## src/rtl/arb_mux_pkg.sv

```systemverilog
// arb_mux shared types and constants.
// Imported by the arbiter top and its round-robin picker.
package arb_mux_pkg;

    typedef enum logic {
        MODE_SEL = 1'b0,
        MODE_RR  = 1'b1
    } arb_mode_t;

    localparam int ARB_DEFAULT_WIDTH = 64;

endpackage

```

## src/rtl/arb_mux_rr_pick.sv

```systemverilog
// Rotating priority encoder: first set request at or above ptr,
// wrapping back to channel 0.
module rr_pick
    import arb_mux_pkg::*;
#(
    parameter  int NUM_IN = 4,
    localparam int SEL_W  = $clog2(NUM_IN)
) (
    input  logic [NUM_IN-1:0] req,
    input  logic [SEL_W-1:0]  ptr,
    output logic              gnt_valid,
    output logic [SEL_W-1:0]  gnt_idx
);

    int               w_pos;
    logic [SEL_W-1:0] w_idx;

    // Scan from farthest to nearest so the nearest request wins.
    always_comb begin
        gnt_valid = 1'b0;
        gnt_idx   = '0;
        w_pos     = 0;
        w_idx     = '0;
        for (int k = NUM_IN - 1; k >= 0; k--) begin
            w_pos = int'(ptr) + k;
            if (w_pos >= NUM_IN) begin
                w_pos = w_pos - NUM_IN;
            end
            w_idx = SEL_W'(w_pos);
            if (req[w_idx]) begin
                gnt_valid = 1'b1;
                gnt_idx   = w_idx;
            end
        end
    end

endmodule

```

## src/rtl/arb_mux.sv

```systemverilog
// N-input valid/ready multiplexer with registered output,
// explicit-select or round-robin arbitration, sticky select error.
module arb_mux
    import arb_mux_pkg::*;
#(
    parameter  int WIDTH  = ARB_DEFAULT_WIDTH,
    parameter  int NUM_IN = 4,
    localparam int SEL_W  = $clog2(NUM_IN)
) (
    input  logic                    clk,
    input  logic                    reset,
    input  logic                    mode,
    input  logic [SEL_W-1:0]        sel,
    input  logic [NUM_IN-1:0]       in_valid,
    input  logic [NUM_IN*WIDTH-1:0] in_data,
    output logic [NUM_IN-1:0]       in_ready,
    output logic                    out_valid,
    output logic [WIDTH-1:0]        out_data,
    output logic [SEL_W-1:0]        out_chan,
    input  logic                    out_ready,
    output logic                    sel_err
);

    localparam logic [SEL_W:0]   NUM_L  = (SEL_W + 1)'(NUM_IN);
    localparam logic [SEL_W-1:0] LAST_L = SEL_W'(NUM_IN - 1);

    logic             r_out_valid;
    logic [WIDTH-1:0] r_out_data;
    logic [SEL_W-1:0] r_out_chan;
    logic [SEL_W-1:0] r_rr_ptr;
    logic             r_sel_err;

    arb_mode_t        w_mode;
    logic             w_free;
    logic             w_sel_ok;
    logic             w_rr_v;
    logic [SEL_W-1:0] w_rr_idx;
    logic             w_gnt_v;
    logic [SEL_W-1:0] w_gnt_idx;
    logic             w_xfer;

    rr_pick #(
        .NUM_IN (NUM_IN)
    ) u_pick (
        .req       (in_valid),
        .ptr       (r_rr_ptr),
        .gnt_valid (w_rr_v),
        .gnt_idx   (w_rr_idx)
    );

    // Grant decision for the current cycle in either mode.
    always_comb begin
        w_mode    = arb_mode_t'(mode);
        w_free    = !r_out_valid || out_ready;
        w_sel_ok  = ({1'b0, sel} < NUM_L);
        w_gnt_v   = 1'b0;
        w_gnt_idx = '0;
        if (w_mode == MODE_RR) begin
            w_gnt_v   = w_rr_v;
            w_gnt_idx = w_rr_idx;
        end else if (w_sel_ok) begin
            w_gnt_v   = in_valid[sel];
            w_gnt_idx = sel;
        end
        w_xfer = w_free && w_gnt_v && !reset;
    end

    // One-hot ready toward the granted producer only.
    always_comb begin
        in_ready = '0;
        if (w_xfer) begin
            in_ready[w_gnt_idx] = 1'b1;
        end
    end

    // Output register, round-robin pointer and sticky error.
    always_ff @(posedge clk) begin
        if (reset) begin
            r_out_valid <= 1'b0;
            r_out_data  <= '0;
            r_out_chan  <= '0;
            r_rr_ptr    <= '0;
            r_sel_err   <= 1'b0;
        end else if (w_free) begin
            if (w_mode == MODE_SEL && !w_sel_ok) begin
                r_sel_err <= 1'b1;
            end
            r_out_valid <= w_gnt_v;
            if (w_gnt_v) begin
                r_out_data <= in_data[int'(w_gnt_idx)*WIDTH +: WIDTH];
                r_out_chan <= w_gnt_idx;
                if (w_mode == MODE_RR) begin
                    r_rr_ptr <= (w_gnt_idx == LAST_L) ? '0
                                                      : w_gnt_idx + 1'b1;
                end
            end
        end
    end

    assign out_valid = r_out_valid;
    assign out_data  = r_out_data;
    assign out_chan  = r_out_chan;
    assign sel_err   = r_sel_err;

endmodule

```

## config.mk

```make
export PLATFORM = sky130hd
export DESIGN_NAME = arb_mux
export DESIGN_NICKNAME = d
export VERILOG_FILES = /design/src/rtl/arb_mux_pkg.sv /design/src/rtl/arb_mux_rr_pick.sv /design/src/rtl/arb_mux.sv
export SDC_FILE = /design/constraint.sdc
export NUM_CORES = 1
export LEC_CHECK = 0
export BUFFER_PORTS_ARGS = -buffer_cell sky130_fd_sc_hd__buf_4
export CAP_MARGIN = 20
export CORE_AREA = 2 2 130 132
export DETAILED_ROUTE_END_ITERATION = 10
export DIE_AREA = 0 0 132 134
export GPL_TIMING_DRIVEN = 0
export PLACE_DENSITY_LB_ADDON = 0.15
export SYNTH_ARGS = -nofsm -noshare
export SYNTH_HDL_FRONTEND = slang
export SYNTH_SLANG_ARGS = --single-unit
```

## constraint.sdc

```tcl
create_clock -name clk -period 2 [get_ports clk]
set_input_delay 0.3 -clock clk [delete_from_list [all_inputs] [get_ports clk]]
set_output_delay 0.3 -clock clk [all_outputs]
set_load 0.005 [all_outputs]
```

# After elaboration in Yosys (flattened, before gate mapping)

Cells that the tools add are included.

Register bits after elaboration: 69
Input bits: 266
Word-level logic and storage cells: 61
Output and inout bits: 72

Reductions and logical operators: 8
$lt $le $gt $ge: 11
Shift-type cells: 1
Mux-type cells: 28
Add/subtract/negate cells: 8
Eq/ne operators: 1

Operators with widths:

| cell                                                                                 | count |
|---|---|
| 256-bit by 9-bit variable part select with 64-bit output                             | 1 |
| 2-bit two-way mux                                                                    | 10 |
| 2-bit by 3-bit less-than comparator with 1-bit output (second input constant)        | 6 |
| 1-bit two-way mux                                                                    | 11 |
| 1-bit binary-select mux with 2-bit select                                            | 5 |
| 3-bit greater-or-equal comparator (second input constant)                            | 3 |
| 2-bit by 1-bit subtractor with 2-bit output (second input constant)                  | 4 |
| 2-bit by 2-bit adder with 3-bit output (second input constant)                       | 2 |
| 4-bit two-way mux                                                                    | 1 |
| 2-bit by 1-bit adder with 3-bit output (second input constant)                       | 1 |
| 2-bit by 3-bit greater-or-equal comparator with 1-bit output (second input constant) | 1 |
| 1-bit logical AND                                                                    | 3 |
| 3-bit AND reduction                                                                  | 1 |
| 2-bit by 1-bit adder with 2-bit output (second input constant)                       | 1 |
| 1-bit demux with 2-bit select                                                        | 1 |
| 2-bit equality test (second input constant)                                          | 1 |
| 2-bit by 1-bit greater-or-equal comparator with 1-bit output (second input constant) | 1 |
| 1-bit logical NOT                                                                    | 2 |
| 2-bit AND reduction                                                                  | 1 |
| 1-bit logical OR                                                                     | 1 |

# Logic depth before layout (Yosys ltp)

Word-level depth: 15
Gate-level depth with buffers: 10

# Cells and area by module

From an unflattened synthesis, not the netlist that was laid out.

Cells, all modules: 273
Area total of the unflattened synthesis: 3916.3 um^2

By module, submodules not included:

| module  | instances | cells each | area each (um^2) |
|---|---|---|---|
| arb_mux | 1         | 260        | 3838.7 |
| rr_pick | 1         | 13         | 77.6 |

# Least setup slack after synthesis

OpenSTA, ideal clock, no wires.

Kind: input port to output port
Start point: in sel[0]
End point: out in_ready[2]
Path slack: -63 ps
Cell stages on the path: 8
Arrival: 1763 ps
Path buffers: 3
Path through: mux4_2 mux2i_1 a21oi_2 nor2b_1 buf_2 buf_6 buf_2 and2_1

Longest elaborated chain between the ends: 6
Elaborated cells on any way between the ends: 12
Classes of those cells: order compare (2); mux (7); reduce/logical (3)

Ends and longest elaborated chain:

| what                                                                                                      | RTL line                     | text |
|---|---|---|
| start, declared                                                                                           | arb_mux.sv:13                | `input logic [SEL_W-1:0] sel,` |
| 2-bit two-way mux or 1-bit binary-select mux with 2-bit select (tied branches)                            | arb_mux.sv:58, arb_mux.sv:62 |  |
| 2-bit by 3-bit less-than comparator with 1-bit output (not written as such), or another cell as far along | arb_mux.sv:72                | `in_ready[w_gnt_idx] = 1'b1;` |
| 1-bit logical AND (not written as such) or 1-bit two-way mux (tied branches)                              | arb_mux.sv:72, arb_mux.sv:58 |  |
| 1-bit two-way mux (not written as such) or 1-bit logical AND (tied branches)                              | arb_mux.sv:72, arb_mux.sv:65 |  |
| 1-bit demux with 2-bit select or 1-bit logical AND (tied branches)                                        | arb_mux.sv:72, arb_mux.sv:65 |  |
| 4-bit two-way mux *                                                                                       | arb_mux.sv:71                | `if (w_xfer) begin` |
| end, declared                                                                                             | arb_mux.sv:16                | `output logic [NUM_IN-1:0] in_ready,` |

Every way passes the cells marked *; elsewhere a longest branch is shown, timed or not. The select of a mux whose other input is x is not followed.

# Final worst setup path

Start point: reg r_rr_ptr[1]
End point: out in_ready[3]

Longest elaborated chain between the ends: 15
Elaborated cells on any way between the ends: 41
Classes of those cells: add/sub (7); order compare (6); mux (25); reduce/logical (3)

Ends and longest elaborated chain:

| what                                                                                                                                                        | RTL line                                     | text |
|---|---|---|
| start, declared                                                                                                                                             | arb_mux.sv:30                                | `logic [SEL_W-1:0] r_rr_ptr;` |
| start signal, assigned                                                                                                                                      | arb_mux.sv:93                                | `r_rr_ptr <= (w_gnt_idx == LAST_L) ? '0` |
| 2-bit by 2-bit adder with 3-bit output                                                                                                                      | arb_mux_rr_pick.sv:25                        | `w_pos = int'(ptr) + k;` |
| 3-bit greater-or-equal comparator or 2-bit by 1-bit subtractor with 2-bit output (tied branches)                                                            | arb_mux_rr_pick.sv:26, arb_mux_rr_pick.sv:27 |  |
| 2-bit two-way mux                                                                                                                                           | arb_mux_rr_pick.sv:26                        | `if (w_pos >= NUM_IN) begin` |
| 1-bit binary-select mux with 2-bit select                                                                                                                   | arb_mux_rr_pick.sv:30                        | `if (req[w_idx]) begin` |
| 1-bit two-way mux (not written as such)                                                                                                                     | arb_mux_rr_pick.sv:30                        |  |
| 2-bit two-way mux (4 in series)                                                                                                                             | arb_mux_rr_pick.sv:30                        |  |
| 2-bit two-way mux                                                                                                                                           | arb_mux.sv:58                                | `if (w_mode == MODE_RR) begin` |
| 2-bit by 3-bit less-than comparator with 1-bit output (not written as such) or 2-bit by 1-bit greater-or-equal comparator with 1-bit output (tied branches) | arb_mux.sv:72                                |  |
| 1-bit logical AND (not written as such)                                                                                                                     | arb_mux.sv:72                                |  |
| 1-bit two-way mux (not written as such)                                                                                                                     | arb_mux.sv:72                                |  |
| 1-bit demux with 2-bit select                                                                                                                               | arb_mux.sv:72                                |  |
| 4-bit two-way mux *                                                                                                                                         | arb_mux.sv:71                                |  |

Marked as above.

==> key figures <==
Die
  • Full die area: 17,700 um2
  • Ports: 338
  • FP Rows: 47
  • DIE HEIGHT: 134 um
  • Initial core utilization: 27.2%
  • Total core area: 16,300 um2
  • DIE WIDTH: 132 um

Timing
  • Tmin final: 2320 ps
  • Setup Skew: 3.06 ps
  • Final hold vios: 0
  • Slew @ Worst Pin: 501 ps
  • Fmax: 431 MHz
  • Setup ws final: -320 ps
  • Crit share post-route: 116%
  • Final Slew Violations: 0
  • WHS: 332 ps
  • RSZ-0062 raised after global routing: true
  • Final setup vio count: 68
  • Normalized max-slew margin: 66.6%

Logic synthesis
  • Post-synth EDFFs: 0
  • Synth cell count leaders: nand2_1, mux2i_1, dfxtp_1
  • Post-Syn Instances: 493
  • Post-Syn Area: 4430 um2
  • Register area share after synthesis: 31.2%
  • Async SR Flop Fraction: 0%
  • Syn Area/Cell: 8.98 um2
  • Synth top area cells: dfxtp_1, mux2i_1, a32o_1
  • Count leader, synth: nand2_1
  • Primary FF master, synth: dfxtp_1
  • Count of state elements after synthesis: 69
  • Synth top area share: 31.2%
  • Synth warn: 0
  • Syn Nets: 761
  • Synth cell types: 34
  • Cell taking the most area after synthesis: dfxtp_1

Power and ir drop
  • Seq pwr share: 28.8%
  • Sw Ratio: 28.8%
  • Pwr Density: 684 nW/um2
  • IR drop worst, VDD: 0.440 mV
  • NetSw: 1.66 mW
  • Lkg Pwr: 4.13 nW
  • Int Pwr: 4.11 mW
  • Comb pwr share: 41.8%
  • Power share of the clock group: 29.4%

Global route
  • GRT overflow: 0
  • Global-route wire length before repair: 27,900 um
  • GRT Total Usage: 20.3%
  • Initial antenna violation count: 0
  • Vias in the first global route: 5,205
  • Largest net degree at the start of global routing: 12

Critical path
  • Max incr delay on CP: 320 ps
  • Cell family with most CP delay: buffers and inverters
  • Worst path slowest cell: dfxtp_2
  • Critical path peak fanout: 6
  • Setup crit start kind: flop
  • RR Endpoint: out_data[6]
  • Critical Path RT: 1700 ps
  • Worst path arrival time: 2020 ps
  • Crit. path cell count: 10
  • Worst r2r src: r_rr_ptr[0]
  • Crit end category: primary output
  • R2R setup slack: -270 ps
  • Crit-path cells: buf_6, nand2_4, a2111oi_4, a311oi_2, buf_4, buf_12, buf_12, ha_4, and2_4, buf_6
  • Worst R2R Path Depth: 11
  • Critical path class: reg2out
  • Worst path buffer plus inverter count: 5

Placed design
  • Pre-CTS setup slack: -604 ps
  • IO Port Bufs: 335
  • Global placement routability congestion: 0.890
  • Cell Area, Placed: 7230 um2
  • Post-detail-place hpwl: 14,700 um

Clock tree
  • H-tree depth: 3
  • Clk_lat worst skew: 330 ps
  • Worst-path clk slew: 60 ps
  • CTS buffer count: 9
  • CTS Hold Bufs: 0
  • Clk sinks: 69
  • Clock Tree Root: clkbuf_16
  • CTS max path bufs: 2
  • CTS tree: done

Detailed routing
  • Router iterations before antenna repair: 4
  • Met3 WL: 1440 um
  • Vias: 5,181
  • Vias per cell: 4.74
  • Wirelength, routed: 19,400 um
  • Iter 0 DRT Violations: 192
  • Uppermost layer routed: met4
  • Wire length on met2: 10,100 um
  • WL met1: 7400 um
  • Post-route ant nets: 0
  • Avg WL per Cell: 17.7 um
  • DRC violations left: 0

Layout
  • Design Area, Final: 8440 um2
  • Fill count: 1,525
  • Synthesis-to-finish area growth: 90.8%
  • Final nets: 1,138
  • Ant diodes: 0
  • Share of layout cells above drive strength 1: 52.2%
  • Post-Route Utilization: 51.8%

Worst hold path
  • Hold Startpoint: in_data[1]
  • Hold WC Path Type: in2reg
  • Worst hold path depth: 4
  • Hold endpoint: out_data[1]

Outcome
  • Violated checks: negative setup slack
  • Status: complete, but fails checks

Flow run
  • Max-cap viol count: 0
-- power by group through the flow --
stage,clock network [mW],logic [mW],registers [mW]
floorplan,0,0.950,1.70
global placement,0,1.92,1.69
detailed placement,0,1.94,1.70
CTS,1.74,2.21,1.67
global route,1.82,2.59,1.69
finish,1.70,2.41,1.67
-- worst max path at each step --
stage / from / to / slack, ps
floorplan: sel[0] / in_ready[0] / -10
global placement: in_valid[0] / in_ready[3] / -520
detailed placement: in_valid[0] / in_ready[3] / -600
CTS: r_rr_ptr[1] / in_ready[3] / -300
global route: r_rr_ptr[1] / in_ready[3] / -370
finish: r_rr_ptr[1] / in_ready[3] / -320
-- area by class of cell --
class | instances | area, um2 | share of cell area [%]
Sequential cell | 69 | 1390 | 16.4
Timing Repair Buffer | 367 | 3010 | 35.6
Buffer | 45 | 479 | 5.68
Clock buffer | 11 | 243 | 2.88
Inverter | 5 | 18.8 | 0.222
Tap cell | 220 | 275 | 3.26
Multi-Input combinational cell | 373 | 2960 | 35.1
Clock inverter | 4 | 72.6 | 0.860
-- placed cells by master, fill, tap and decap left out, types with 3 or more instances in the layout --
cell type  instances
buf_4            359
nand2_1          132
mux2i_1          111
dfxtp_1           67
a32o_1            64
mux2i_2           17
clkbuf_16         17
buf_12            16
clkbuf_1          13
nor2_1            11
buf_2              5
buf_6              4
a21oi_1            4
mux2i_4            4
inv_2              3
nor2b_1            3
buf_8              3
-- kinds of logic after synthesis --
| family | synth area share [%] |
|---|---|
| AOI/OAI and AO/OA | 16.8 |
| adders and majority gates | 0.565 |
| buffers and inverters | 6.70 |
| DFF | 31.2 |
| muxes | 30.4 |
| other | 0.0847 |
| and+or+nand+nor | 14.2 |
-- state kept, by name, indices dropped and copies added (netlist names) --
register and count:
out_data 64, out_chan 2, r_rr_ptr 2, out_valid 1
-- metal layers --
| layer | up-vias | track usage (%) |
|---|---|---|
| li1 | 2558 | - |
| met4 | 0 | 6.82 |
| met2 | 221 | 37.1 |
| met3 | 23 | 5.90 |
| met1 | 2379 | 22.4 |
| met5 | - | 0 |
-- stage by stage --
step | setup TNS (ps) | instances | total power, mW
6_report | -13810 | 1094 | 5.78
5_1_grt | -18790 | 1094 | 6.09
4_1_cts | -11480 | 1076 | 5.62
3_5_place_dp | -31220 | 1048 | 3.64
3_3_place_gp | -26530 | 1048 | 3.61
2_1_floorplan | -30.3 | 493 | 2.65
-- what timing repair did --
action	in CTS	in global routing
endpoints found under the setup margin	70	68
resized for setup	84	30
cloned	3	8
pin swaps	7	20
buffers inserted	11	10
-- worst reg2reg max path, cell delays in order (launching register included) --
cell and delay (ps):
dfxtp_4 360, inv_1 60, a21o_1 160, a311oi_2 280, buf_4 190, buf_12 120, buf_4 140, buf_12 150
buf_12 140, mux2i_2 220, nand2_1 70, a32o_1 270
Note: power is estimated with default switching activity, not from simulation.
